<file path="src/rtl/score_text_writer.sv">
// score_text_writer: accumulates the player score and converts it to two ASCII
// digits with a sequential double-dabble engine. A one-cycle text_valid strobe
// hands the digit pair to the on-screen character buffer.
// Optional build macro: SCORE_HIGH_EN adds a high_score output that holds the
// best converted score since reset.
module score_text_writer #(
  parameter int MAX_SCORE = 99,
  parameter int POINTS_W  = 3
) (
  input  logic                clk,
  input  logic                rst,
  input  logic                game_start,
  input  logic                game_enable,
  input  logic                hit,
  input  logic [POINTS_W-1:0] hit_points,
  output logic [6:0]          my_score,
  output logic [6:0]          ascii_tens,
  output logic [6:0]          ascii_ones,
  output logic                text_valid,
  output logic                busy
`ifdef SCORE_HIGH_EN
  ,
  output logic [6:0]          high_score
`endif
);

  typedef enum logic [1:0] {IDLE, SHIFT, DONE} state_t;

  state_t     state;
  state_t     state_nxt;
  logic       pending;
  logic [2:0] bit_cnt;
  logic [6:0] snap;
  logic [7:0] bcd;
  logic       score_evt;

  // Add with an 8-bit intermediate so the sum never wraps, then clamp.
  function automatic logic [6:0] sat_add(input logic [6:0] a,
                                         input logic [POINTS_W-1:0] p);
    logic [7:0] s;
    s = {1'b0, a} + 8'(p);
    if (s > 8'(MAX_SCORE)) sat_add = 7'(MAX_SCORE);
    else                   sat_add = s[6:0];
  endfunction

  // One double-dabble step: correct nibbles >= 5, then shift in the next bit.
  // The tens nibble never exceeds 4 before the final shift, so dropping its
  // top bit loses nothing.
  function automatic logic [7:0] bcd_step(input logic [7:0] b,
                                          input logic       bit_in);
    logic [3:0] hi;
    logic [3:0] lo;
    hi = b[7:4];
    lo = b[3:0];
    if (hi >= 4'd5) hi = hi + 4'd3;
    if (lo >= 4'd5) lo = lo + 4'd3;
    bcd_step = 8'({hi, lo, bit_in});
  endfunction

  assign score_evt = game_start | (hit & game_enable);

  // Score register: game_start wins over a simultaneous hit.
  always_ff @(posedge clk) begin
    if (rst)                       my_score <= '0;
    else if (game_start)           my_score <= '0;
    else if (hit && game_enable)   my_score <= sat_add(my_score, hit_points);
  end

  // Pending flag: any score event requests a conversion; IDLE consumes it.
  always_ff @(posedge clk) begin
    if (rst)               pending <= 1'b0;
    else if (score_evt)    pending <= 1'b1;
    else if (state == IDLE) pending <= 1'b0;
  end

  // FSM state register.
  always_ff @(posedge clk) begin
    if (rst) state <= IDLE;
    else     state <= state_nxt;
  end

  // FSM next-state logic: IDLE -> SHIFT (7 cycles) -> DONE -> IDLE.
  always_comb begin
    state_nxt = state;
    case (state)
      IDLE:    if (pending) state_nxt = SHIFT;
      SHIFT:   if (bit_cnt == 3'd6) state_nxt = DONE;
      DONE:    state_nxt = IDLE;
      default: state_nxt = IDLE;
    endcase
  end

  // FSM outputs: busy whenever a conversion is in flight.
  always_comb begin
    busy = (state != IDLE);
  end

  // Conversion datapath; always initialised on entry from IDLE, so no reset.
  always_ff @(posedge clk) begin
    if (state == IDLE && pending) begin
      snap    <= my_score;
      bcd     <= '0;
      bit_cnt <= '0;
    end else if (state == SHIFT) begin
      bcd     <= bcd_step(bcd, snap[6]);
      snap    <= {snap[5:0], 1'b0};
      bit_cnt <= bit_cnt + 3'd1;
    end
  end

  // Digit outputs and strobe: ASCII only changes together with text_valid.
  always_ff @(posedge clk) begin
    if (rst) begin
      text_valid <= 1'b0;
      ascii_tens <= 7'h30;
      ascii_ones <= 7'h30;
    end else begin
      text_valid <= (state == DONE);
      if (state == DONE) begin
        ascii_tens <= {3'b011, bcd[7:4]};
        ascii_ones <= {3'b011, bcd[3:0]};
      end
    end
  end

`ifdef SCORE_HIGH_EN
  logic [6:0] conv_val;

  // Unshifted copy of the converted score for the high-score compare.
  always_ff @(posedge clk) begin
    if (state == IDLE && pending) conv_val <= my_score;
  end

  // High score survives game_start; only rst clears it.
  always_ff @(posedge clk) begin
    if (rst)                                   high_score <= '0;
    else if (state == DONE && conv_val > high_score) high_score <= conv_val;
  end
`endif

endmodule

</file>
<file path="config.mk">
export PLATFORM = sky130hd
export DESIGN_NAME = score_text_writer
export DESIGN_NICKNAME = d
export VERILOG_FILES = /design/src/rtl/score_text_writer.sv
export SDC_FILE = /design/constraint.sdc
export NUM_CORES = 1
export LEC_CHECK = 0
export BUFFER_PORTS_ARGS = -buffer_cell sky130_fd_sc_hd__buf_4
export CAP_MARGIN = 5
export CORE_UTILIZATION = 50
export DETAILED_ROUTE_END_ITERATION = 8
export PLACE_DENSITY = 0.84
export SLEW_MARGIN = 30
export SYNTH_ARGS = -nofsm -noshare
export SYNTH_HDL_FRONTEND = slang
export SYNTH_SLANG_ARGS = --single-unit
</file>
<file path="constraint.sdc">
create_clock -name clk -period 1.9 [get_ports clk]
set_input_delay 0.19 -clock clk [delete_from_list [all_inputs] [get_ports clk]]
set_output_delay 0.19 -clock clk [all_outputs]
set_load 0.03 [all_outputs]
</file>
==> results of run 1 <==
-- cells by family (layout without fill, tap and decap cells) --
kind of cell | count (synthesis) | count (layout) | synth area share
flip-flops | 37 | 37 | 0.440
other | 2 | 6 | 0.00408
adder cells (fa/ha/maj) | 10 | 10 | 0.0720
AND/OR/NAND/NOR | 73 | 73 | 0.179
buffers and inverters | 23 | 59 | 0.0652
XOR/XNOR | 8 | 8 | 0.0380
AO/OA/AOI/OAI | 48 | 48 | 0.159
multiplexers | 7 | 7 | 0.0421
-- synthesized netlist by cell type, drive strengths merged (3+ instances only) --
cell / number
clkbuf: 6
o22ai: 5
nand2b: 4
and2: 3
edfxtp: 7
mux2: 6
o21ai: 6
nor2: 15
buf: 10
xnor2: 6
o31ai: 4
nand3: 6
ha: 9
a2111oi: 4
dfxtp: 30
inv: 7
nand2: 35
a21oi: 23
-- cell usage in the layout, fill, tap and decap left out, types with 4 or more instances in the layout --
| cell type | count |
|---|---|
| o22ai_1 | 5 |
| nor2_1 | 14 |
| inv_1 | 7 |
| edfxtp_1 | 7 |
| nand3_1 | 5 |
| o21ai_0 | 6 |
| a21oi_1 | 20 |
| buf_4 | 44 |
| xnor2_1 | 5 |
| nand2_1 | 34 |
| ha_1 | 8 |
| nand2b_1 | 4 |
| conb_1 | 6 |
| clkbuf_8 | 7 |
| mux2_2 | 6 |
| dfxtp_1 | 27 |
-- state kept, by name, summed over array words and instances (netlist names) --
register / cells
text_valid: 1
pending: 1
snap: 7
ascii_ones: 4
my_score: 7
bcd: 8
bit_cnt: 3
ascii_tens: 4
state: 2
-- worst max-delay path by stage --
| stage | start | end | cells after the start |
|---|---|---|---|
| finish | my_score[0] | my_score[1] | 8 |
| detailed placement | my_score[0] | my_score[3] | 8 |
| CTS | my_score[0] | my_score[1] | 7 |
| global route | my_score[0] | my_score[3] | 8 |
| floorplan | my_score[0] | my_score[3] | 7 |
| global placement | my_score[0] | my_score[3] | 8 |
-- per-layer routing --
layer | GRT usage | up-vias | share of wire | wire length, um
met5 | 0 | - | 0 | 0
met4 | 0.116 | 0 | 0.024 | 105
met3 | 0.0602 | 10 | 0.055 | 244
met2 | 0.391 | 51 | 0.51 | 2260
met1 | 0.282 | 774 | 0.41 | 1820
li1 | - | 786 | - | -
-- cell type report --
cell class / count / area (sq um)
Multi-Input combinational cell: 152 / 1070
Timing Repair Buffer: 44 / 330
Inverter: 7 / 26.3
Clock inverter: 1 / 8.76
Tap cell: 46 / 57.6
Clock buffer: 7 / 96.3
Sequential cell: 37 / 817
Fill cell: 251 / 1030
-- power by group through the flow --
stage | logic, mW | registers (mW) | clock network (mW)
2_1_floorplan | 0.202 | 0.915 | 0
3_3_place_gp | 0.262 | 0.916 | 0
3_5_place_dp | 0.277 | 0.920 | 0
4_1_cts | 0.287 | 0.902 | 0.621
5_1_grt | 0.328 | 0.913 | 0.661
6_report | 0.294 | 0.903 | 0.615
-- stage by stage --
step / utilization / total power [mW] / instances / hold WS, ns
after floorplan: - / 1.12 / 212 / 0.259
after global placement: 0.632 / 1.18 / 286 / 0.393
after detailed placement: 0.632 / 1.20 / 286 / 0.406
after CTS: 0.677 / 1.81 / 295 / 0.0937
after global routing: 0.700 / 1.90 / 294 / 0.0903
final: 0.700 / 1.81 / 294 / 0.102
-- critical path, delay by kind of cell (launching register included) --
kind,cells,cell delay (ns)
compound gates,3,0.69
xor+xnor,1,0.14
fa+ha+maj,2,0.53
buf+inv,1,0.14
flops,1,0.35
simple gates,1,0.08
-- what timing repair did --
action	CTS	global route
buffers inserted	2	0
endpoints found under the setup margin	6	6
resized for setup	8	14
pin swaps	9	4
==> metrics.md, run 1 <==
| Metric | Value |
|---|---|
| Status | `complete, but fails checks` |
| Critical Path RT | `2.12 ns` |
| Reg power frac | `0.498` |
| Finished Cell Area | `0.00241 sq mm` |
| Pwr dens | `752 mW/mm^2` |
| Avg WL per Cell | `15.0 um` |
| H-tree depth | `2` |
| Syn-to-layout area delta | `30.9%` |
| Pins Over Slew Limit | `0` |
| Hold Crit Start | `game_start` |
| Total Routed Length | `4420 um` |
| Worst r2r dst | `my_score[1]` |
| WP data arrival | `2.24 ns` |
| TritonCTS Buffers | `5` |
| Final setup viols | `5` |
| Final min period | `2.02 ns` |
| Post-synth EDFFs | `7` |
| Vias per cell | `approximately 5.5` |
| CP Cell Sequence | `ha_4, fa_2, a21oi_4, buf_4, xnor2_1, nor3_2, a311o_1, a21oi_2` |
| Startpoint types | `register` |
| Starting DRT DRC Count | `~110` |
| Critical path's slowest cell | `fa_2` |
| Setup TNS | `-0.402 ns` |
| Clock tree root buffer cell | `clkbuf_8` |
| Switching share of power | `0.273` |
| Die area | `between 0.003 and 0.004 sq mm` |
| Vias | `1621` |
| Pre-antenna DRT Iters | `4` |
| Yosys top cell area share | `0.326` |
| Detailed placement HPWL | `slightly below 3000 um` |
| Worst slew pin tran | `about 0.55 ns` |
| Cell count after synthesis | `between 200 and 250` |
| Synth Cell Area | `about 0.0018 sq mm` |
| Worst stage delay on the critical path | `~0.37 ns` |
| Largest area contributor in the netlist | `dfxtp_1` |
| CP Class | `reg2reg` |
| Total track usage | `0.236` |
| Skew final | `0.00644 ns` |
| Min-Delay Path Class | `in2reg` |
| Part of the power in combinational logic | `0.162` |
| Yosys cell types | `38` |
| Starting density of the core | `0.535` |
| Rel. slew slack | `0.634` |
| R2r setup slk | `-0.12 ns` |
| Routability cong. | `0.818` |
| Final Cycle Share | `1.06` |
| Post-synthesis async set-or-reset flop share | `0` |
| Top cells by area, synth | `dfxtp_1, edfxtp_1, nand2_1` |
| Die Wd | `about 63 um` |
| Dpl cell area | `0.00218 sq mm` |
| Net Sw Power | `494 uW` |
| Pre-CTS setup slack | `-0.230 ns` |
| Die height | `62.7 um` |
| Hold Path Cell Cnt | `2` |
| Antenna diodes | `0` |
| Hold Fails Final Rpt | `0` |
| Clock Path Buffers | `2` |
| Vias in the first global route | `1591` |
| Mean post-synth cell area | `between 8 and 9 sq um` |
| WHS Endpoint | `my_score[6]` |
| Register area share after synthesis | `0.440` |
| Area of the core | `0.00344 sq mm` |
| CP max FO | `3` |
| Worst skew pair latency | `a little under 0.3 ns` |
| Worst-path clk slew | `0.07 ns` |
| # hold bufs at CTS | `0` |
| FMAX | `495 MHz` |
| Leak | `slightly below 1 nW` |
| Reg2Reg Depth | `8` |
| Synth Warn # | `0` |
| Antenna-violating nets left | `0` |
| DRC Markers | `0` |
| Reg2Reg Launch Point | `my_score[0]` |
| Max-capacitance violation count | `0` |
| Gr ovfl total | `0` |
| Final WS setup | `-0.122 ns` |
| Sink Count | `37` |
| Worst vdd ir | `0.000481 V` |
| Clock power share | `0.340` |
| Number of synthesized register bits | `37` |
| Antenna violations before repair | `0` |
| First-pass GRT wire length | `7180 um` |
| Layout cells sized above 1 | `0.315` |
| Largest net degree at the start of global routing | `17` |
| Int Pwr | `1.32 mW` |
| IO buf count | `24` |
| Layout Nets | `265` |
| Synth Flop Type | `dfxtp_1` |
| RSZ-0062 raised after global routing | `yes` |
| CTS tree | `done` |
| FP Rows | `21` |
| IO Pins | `31` |
| Endpoint type of the worst setup path | `register` |
| Failing checks | `setup timing` |
No activity file was read; power rests on OpenSTA's default activity.
==> inputs of run 2 (changes only) <==
SKIP_LAST_GASP = 1   (was unset)
==> metrics.md, run 2 (same netlist as run 1, synthesis figures left out) <==
| Metric | Value |
|---|---|
| Hold Crit Start | `game_start` |
| Leak | `0.971 nW` |
| Pwr dens | `751 mW/mm^2` |
| First-pass GRT wire length | `7180 um` |
| Critical Path RT | `2.11 ns` |
| Clock power share | `0.339` |
| Starting density of the core | `0.535` |
| Final setup viols | `5` |
| Pins Over Slew Limit | `0` |
| Area of the core | `0.00344 sq mm` |
| Largest reg by FF count | `bcd` |
| Die area | `0.00393 sq mm` |
| Antenna diodes | `0` |
| DRC Markers | `0` |
| Worst vdd ir | `0.000482 V` |
| FMAX | `a little under 500 MHz` |
| Reg2Reg Depth | `8` |
| Part of the power in combinational logic | `0.163` |
| Sink Count | `37` |
| Biggest regs | `bcd (8), my_score (7), snap (7)` |
| Worst-path clk slew | `0.07 ns` |
| Startpoint types | `register` |
| Reg2Reg Launch Point | `my_score[0]` |
| Hold Fails Final Rpt | `0` |
| H-tree depth | `2` |
| CP Class | `reg2reg` |
| Int Pwr | `1.32 mW` |
| Min-Delay Path Class | `in2reg` |
| Finished Cell Area | `0.00241 sq mm` |
| Failing checks | `setup timing` |
| Gr ovfl total | `0` |
| Pre-antenna DRT Iters | `4` |
| Die Wd | `62.7 um` |
| Worst skew pair latency | `0.29 ns` |
| Clock tree root buffer cell | `clkbuf_8` |
| Status | `complete, but fails checks` |
| Vias | `approximately 1600` |
| CTS tree | `done` |
| CP Cell Sequence | `ha_4, fa_2, a21oi_4, buf_4, xnor2_1, nor3_2, a311o_1, a21oi_2` |
| Avg WL per Cell | `15.1 um` |
| Rel. slew slack | `0.641` |
| Final min period | `~2.0 ns` |
| Critical path's slowest cell | `fa_2` |
| Syn-to-layout area delta | `30.9%` |
| Routability cong. | `0.818` |
| Largest net degree at the start of global routing | `17` |
| Largest register FFs | `8` |
| Max-capacitance violation count | `0` |
| WP data arrival | `2.24 ns` |
| Worst stage delay on the critical path | `approximately 0.37 ns` |
| Total Routed Length | `4440 um` |
| Crit path from | `my_score[0]` |
| Vias per cell | `roughly 5.5` |
| Antenna violations before repair | `0` |
| Clock Path Buffers | `2` |
| RSZ-0062 raised after global routing | `yes` |
| Fillcell total | `251` |
| Layout cells sized above 1 | `0.315` |
| Switching share of power | `0.272` |
| Hold Path Cell Cnt | `2` |
| # hold bufs at CTS | `0` |
| Endpoint type of the worst setup path | `register` |
| CP max FO | `3` |
| Worst slew pin tran | `roughly 0.54 ns` |
| Total track usage | `0.236` |
| IO buf count | `24` |
| Final WS setup | `-0.123 ns` |
| IO Pins | `31` |
| Antenna-violating nets left | `0` |
| Net Sw Power | `492 uW` |
| FP Rows | `21` |
| Setup TNS | `-0.411 ns` |
| Skew final | `0.00635 ns` |
| Dpl cell area | `0.00218 sq mm` |
| TritonCTS Buffers | `5` |
| Vias in the first global route | `~1600` |
| Die height | `around 63 um` |
| Starting DRT DRC Count | `around 110` |
| Detailed placement HPWL | `2940 um` |
| Final Cycle Share | `1.06` |
| Reg power frac | `0.498` |
| Commonest cells after routing, fill and taps aside | `buf_4, nand2_1, dfxtp_1` |
| Commonest non-fill, non-tap cell in the layout | `buf_4` |
| Layout Nets | `265` |
[run 2: final timing paths]
| path | endpoint | slack, ns |
|---|---|---|
| setup / recovery | my_score[1] | -0.12 |
| hold / removal | my_score[6] | 0.10 |
| setup reg to reg | my_score[1] | -0.12 |
| hold reg to reg | ascii_ones[0] | 0.46 |
[run 2: metrics by stage]
step	std cells	hold WS (ns)	setup WS [ns]	util	total power, mW
final	294	0.100	-0.123	0.700	1.81
after global routing	294	0.0903	-0.200	0.700	1.90
after CTS	295	0.0937	-0.148	0.677	1.81
after detailed placement	286	0.406	-0.230	0.632	1.20
after global placement	286	0.393	-0.151	0.632	1.18
after floorplan	212	0.259	-0.0785	-	1.12
[run 2: repair_timing]
item	CTS	global route
setup buffers	2	0
gates resized for setup	8	14
setup endpoints to repair	6	6
pin swaps	8	5
[run 2: area by class of cell]
cell class | instances | area, sq um | share of cell area
multi-input combinational | 152 | 1070 | 0.446
sequential | 37 | 817 | 0.339
timing repair buffer | 44 | 330 | 0.137
clock buffer | 7 | 96.3 | 0.0400
tap | 46 | 57.6 | 0.0239
inverter | 7 | 26.3 | 0.0109
clock inverter | 1 | 8.76 | 0.00363
[run 2: worst max-delay path: cells and delay by family, from the launching register on]
| kind | cells | cell delay, ns |
|---|---|---|
| AO/OA/AOI/OAI | 3 | 0.69 |
| XOR/XNOR | 1 | 0.14 |
| adder cells (fa/ha/maj) | 2 | 0.53 |
| buffers and inverters | 1 | 0.14 |
| flip-flops | 1 | 0.35 |
| AND/OR/NAND/NOR | 1 | 0.08 |
[run 2: metal layers]
layer  up-vias  GRT usage  routed length (um)
li1        785          -                   -
met1       768      0.282                1860
met2        50      0.391                2220
met3        11     0.0602                 246
met4         0      0.116                 111
met5         -          0                   0
[run 2: power by group through the flow]
stage          clock network [mW]  registers (mW)  logic [mW]
5_1_grt                     0.661           0.913       0.328
4_1_cts                     0.621           0.902       0.287
6_report                    0.614           0.902       0.294
3_3_place_gp                    0           0.916       0.262
2_1_floorplan                   0           0.915       0.202
3_5_place_dp                    0           0.920       0.277
==> inputs of run 3 (changes only) <==
SETUP_SLACK_MARGIN = 0.1   (was unset)
==> metrics.md, run 3 (same netlist as run 1, synthesis figures left out) <==
| Metric | Value |
|---|---|
| Net Sw Power | `489 uW` |
| Final Hold Slack | `0.101 ns` |
| First-pass GRT wire length | `around 6700 um` |
| H-tree depth | `2` |
| Worst slew pin tran | `0.539 ns` |
| Biggest regs | `bcd (8), my_score (7), snap (7)` |
| Min-Delay Path Class | `in2reg` |
| Clock Path Buffers | `2` |
| RSZ-0062 raised after global routing | `yes` |
| Worst skew pair latency | `0.29 ns` |
| Avg WL per Cell | `13.1 um` |
| Total Routed Length | `3860 um` |
| Skew final | `0.00562 ns` |
| Starting DRT DRC Count | `roughly 110` |
| Worst stage delay on the critical path | `0.38 ns` |
| Endpoint type of the worst setup path | `register` |
| Final min period | `2.11 ns` |
| Pwr dens | `747 mW/mm^2` |
| IO buf count | `24` |
| Commonest non-fill, non-tap cell in the layout | `buf_4` |
| Largest net degree at the start of global routing | `17` |
| Critical path's slowest cell | `nor4_1` |
| Switching share of power | `0.283` |
| CP max FO | `3` |
| R2r setup slk | `-0.21 ns` |
| Design Power | `1.73 mW` |
| Routability cong. | `0.852` |
| Antenna violations before repair | `0` |
| CP Cell Sequence | `ha_4, fa_2, a21oi_1, a2111oi_2, nor4_1, buf_4, nor3b_2, o21a_1` |
| Pre-CTS setup slack | `-0.142 ns` |
| Core Util, Final | `0.673` |
| Hold Path Cell Cnt | `2` |
| Commonest cells after routing, fill and taps aside | `buf_4, nand2_1, dfxtp_1` |
| Pins Over Slew Limit | `0` |
| Layout cells sized above 1 | `0.298` |
| Failing checks | `setup timing` |
| Critical Path RT | `2.14 ns` |
| CP Class | `reg2reg` |
| CP top delay family | `simple AND/OR/NAND/NOR gates` |
| Layout Nets | `roughly 270` |
| # hold bufs at CTS | `0` |
| Die Wd | `roughly 63 um` |
| Largest reg by FF count | `bcd` |
| Part of the power in combinational logic | `0.166` |
| Pre-antenna DRT Iters | `4` |
| IO Pins | `31` |
| CTS tree | `done` |
| Antenna-violating nets left | `0` |
| Int Pwr | `1.24 mW` |
| Largest register FFs | `8` |
| Syn-to-layout area delta | `25.7%` |
| FMAX | `473 MHz` |
| Detailed placement HPWL | `around 2700 um` |
| Fillcell total | `284` |
| Dpl cells | `285` |
| FP Rows | `21` |
| Startpoint types | `register` |
| Final Cycle Share | `1.11` |
| TritonCTS Buffers | `5` |
| Clock tree root buffer cell | `clkbuf_8` |
| Die area | `0.00393 sq mm` |
| Vias in the first global route | `1451` |
| WHS Endpoint | `my_score[5]` |
| Vias per cell | `~5.3` |
| Area of the core | `between 0.003 and 0.004 sq mm` |
| Clock power share | `0.311` |
| Reg2Reg Launch Point | `my_score[0]` |
| Hold Fails Final Rpt | `0` |
| Rel. slew slack | `0.640` |
| Hold Crit Start | `game_start` |
| DRC Markers | `0` |
| Leak | `a little over 0.9 nW` |
| Gr ovfl total | `0` |
| WP data arrival | `~2.4 ns` |
| Vias | `1552` |
| Worst r2r dst | `my_score[2]` |
| Reg2Reg Depth | `8` |
| Die height | `62.7 um` |
| Total track usage | `0.218` |
| WP buf/inv | `1` |
| Max-capacitance violation count | `0` |
| Worst vdd ir | `0.000559 V` |
| Final setup viols | `5` |
| Starting density of the core | `0.535` |
| Finished Layout Cells | `294` |
| Status | `complete, but fails checks` |
| Sink Count | `37` |
| Antenna diodes | `0` |
| Reg power frac | `0.523` |
| Worst-path clk slew | `0.07 ns` |
| Final WS setup | `-0.212 ns` |
[run 3: area by class of cell]
class	count	area (sq um)	area share
sequential	37	817	0.353
multi-input combinational	152	1000	0.432
clock buffer	5	68.8	0.0297
inverter	7	26.3	0.0113
clock inverter	3	16.3	0.00702
tap	46	57.6	0.0249
timing repair buffer	44	330	0.143
[run 3: through the flow]
stage                     setup TNS (ns)  area, sq um
after global routing               -1.31         2320
after floorplan                   -0.233         1880
after detailed placement          -0.627         2170
after global placement            -0.211         2170
final                             -0.993         2320
after CTS                         -0.476         2280
[run 3: how the worst max path moves through the flow]
stage | start | endpoint | cells after the start
3_5_place_dp | my_score[0] | my_score[4] | 7
4_1_cts | my_score[0] | my_score[0] | 8
6_report | my_score[0] | my_score[2] | 8
3_3_place_gp | my_score[0] | my_score[4] | 7
2_1_floorplan | my_score[0] | my_score[3] | 7
5_1_grt | my_score[0] | my_score[2] | 8
[run 3: what timing repair did]
item | 4_1_cts | 5_1_grt
pin swaps | 7 | 2
endpoints found under the setup margin | 6 | 6
buffers inserted | 1 | 0
gates resized for setup | 4 | 8
[run 3: metal layers]
layer | up-vias | track usage | wire [um]
met5 | - | 0 | 0
met4 | 0 | 0.0785 | 76
met3 | 8 | 0.0493 | 209
met2 | 51 | 0.342 | 1750
met1 | 707 | 0.292 | 1830
li1 | 786 | - | -
[run 3: power groups by stage]
stage | registers (mW) | clock network (mW) | logic (mW)
2_1_floorplan | 0.914 | 0 | 0.202
3_3_place_gp | 0.917 | 0 | 0.268
3_5_place_dp | 0.921 | 0 | 0.275
4_1_cts | 0.903 | 0.546 | 0.283
5_1_grt | 0.912 | 0.583 | 0.320
6_report | 0.904 | 0.538 | 0.287
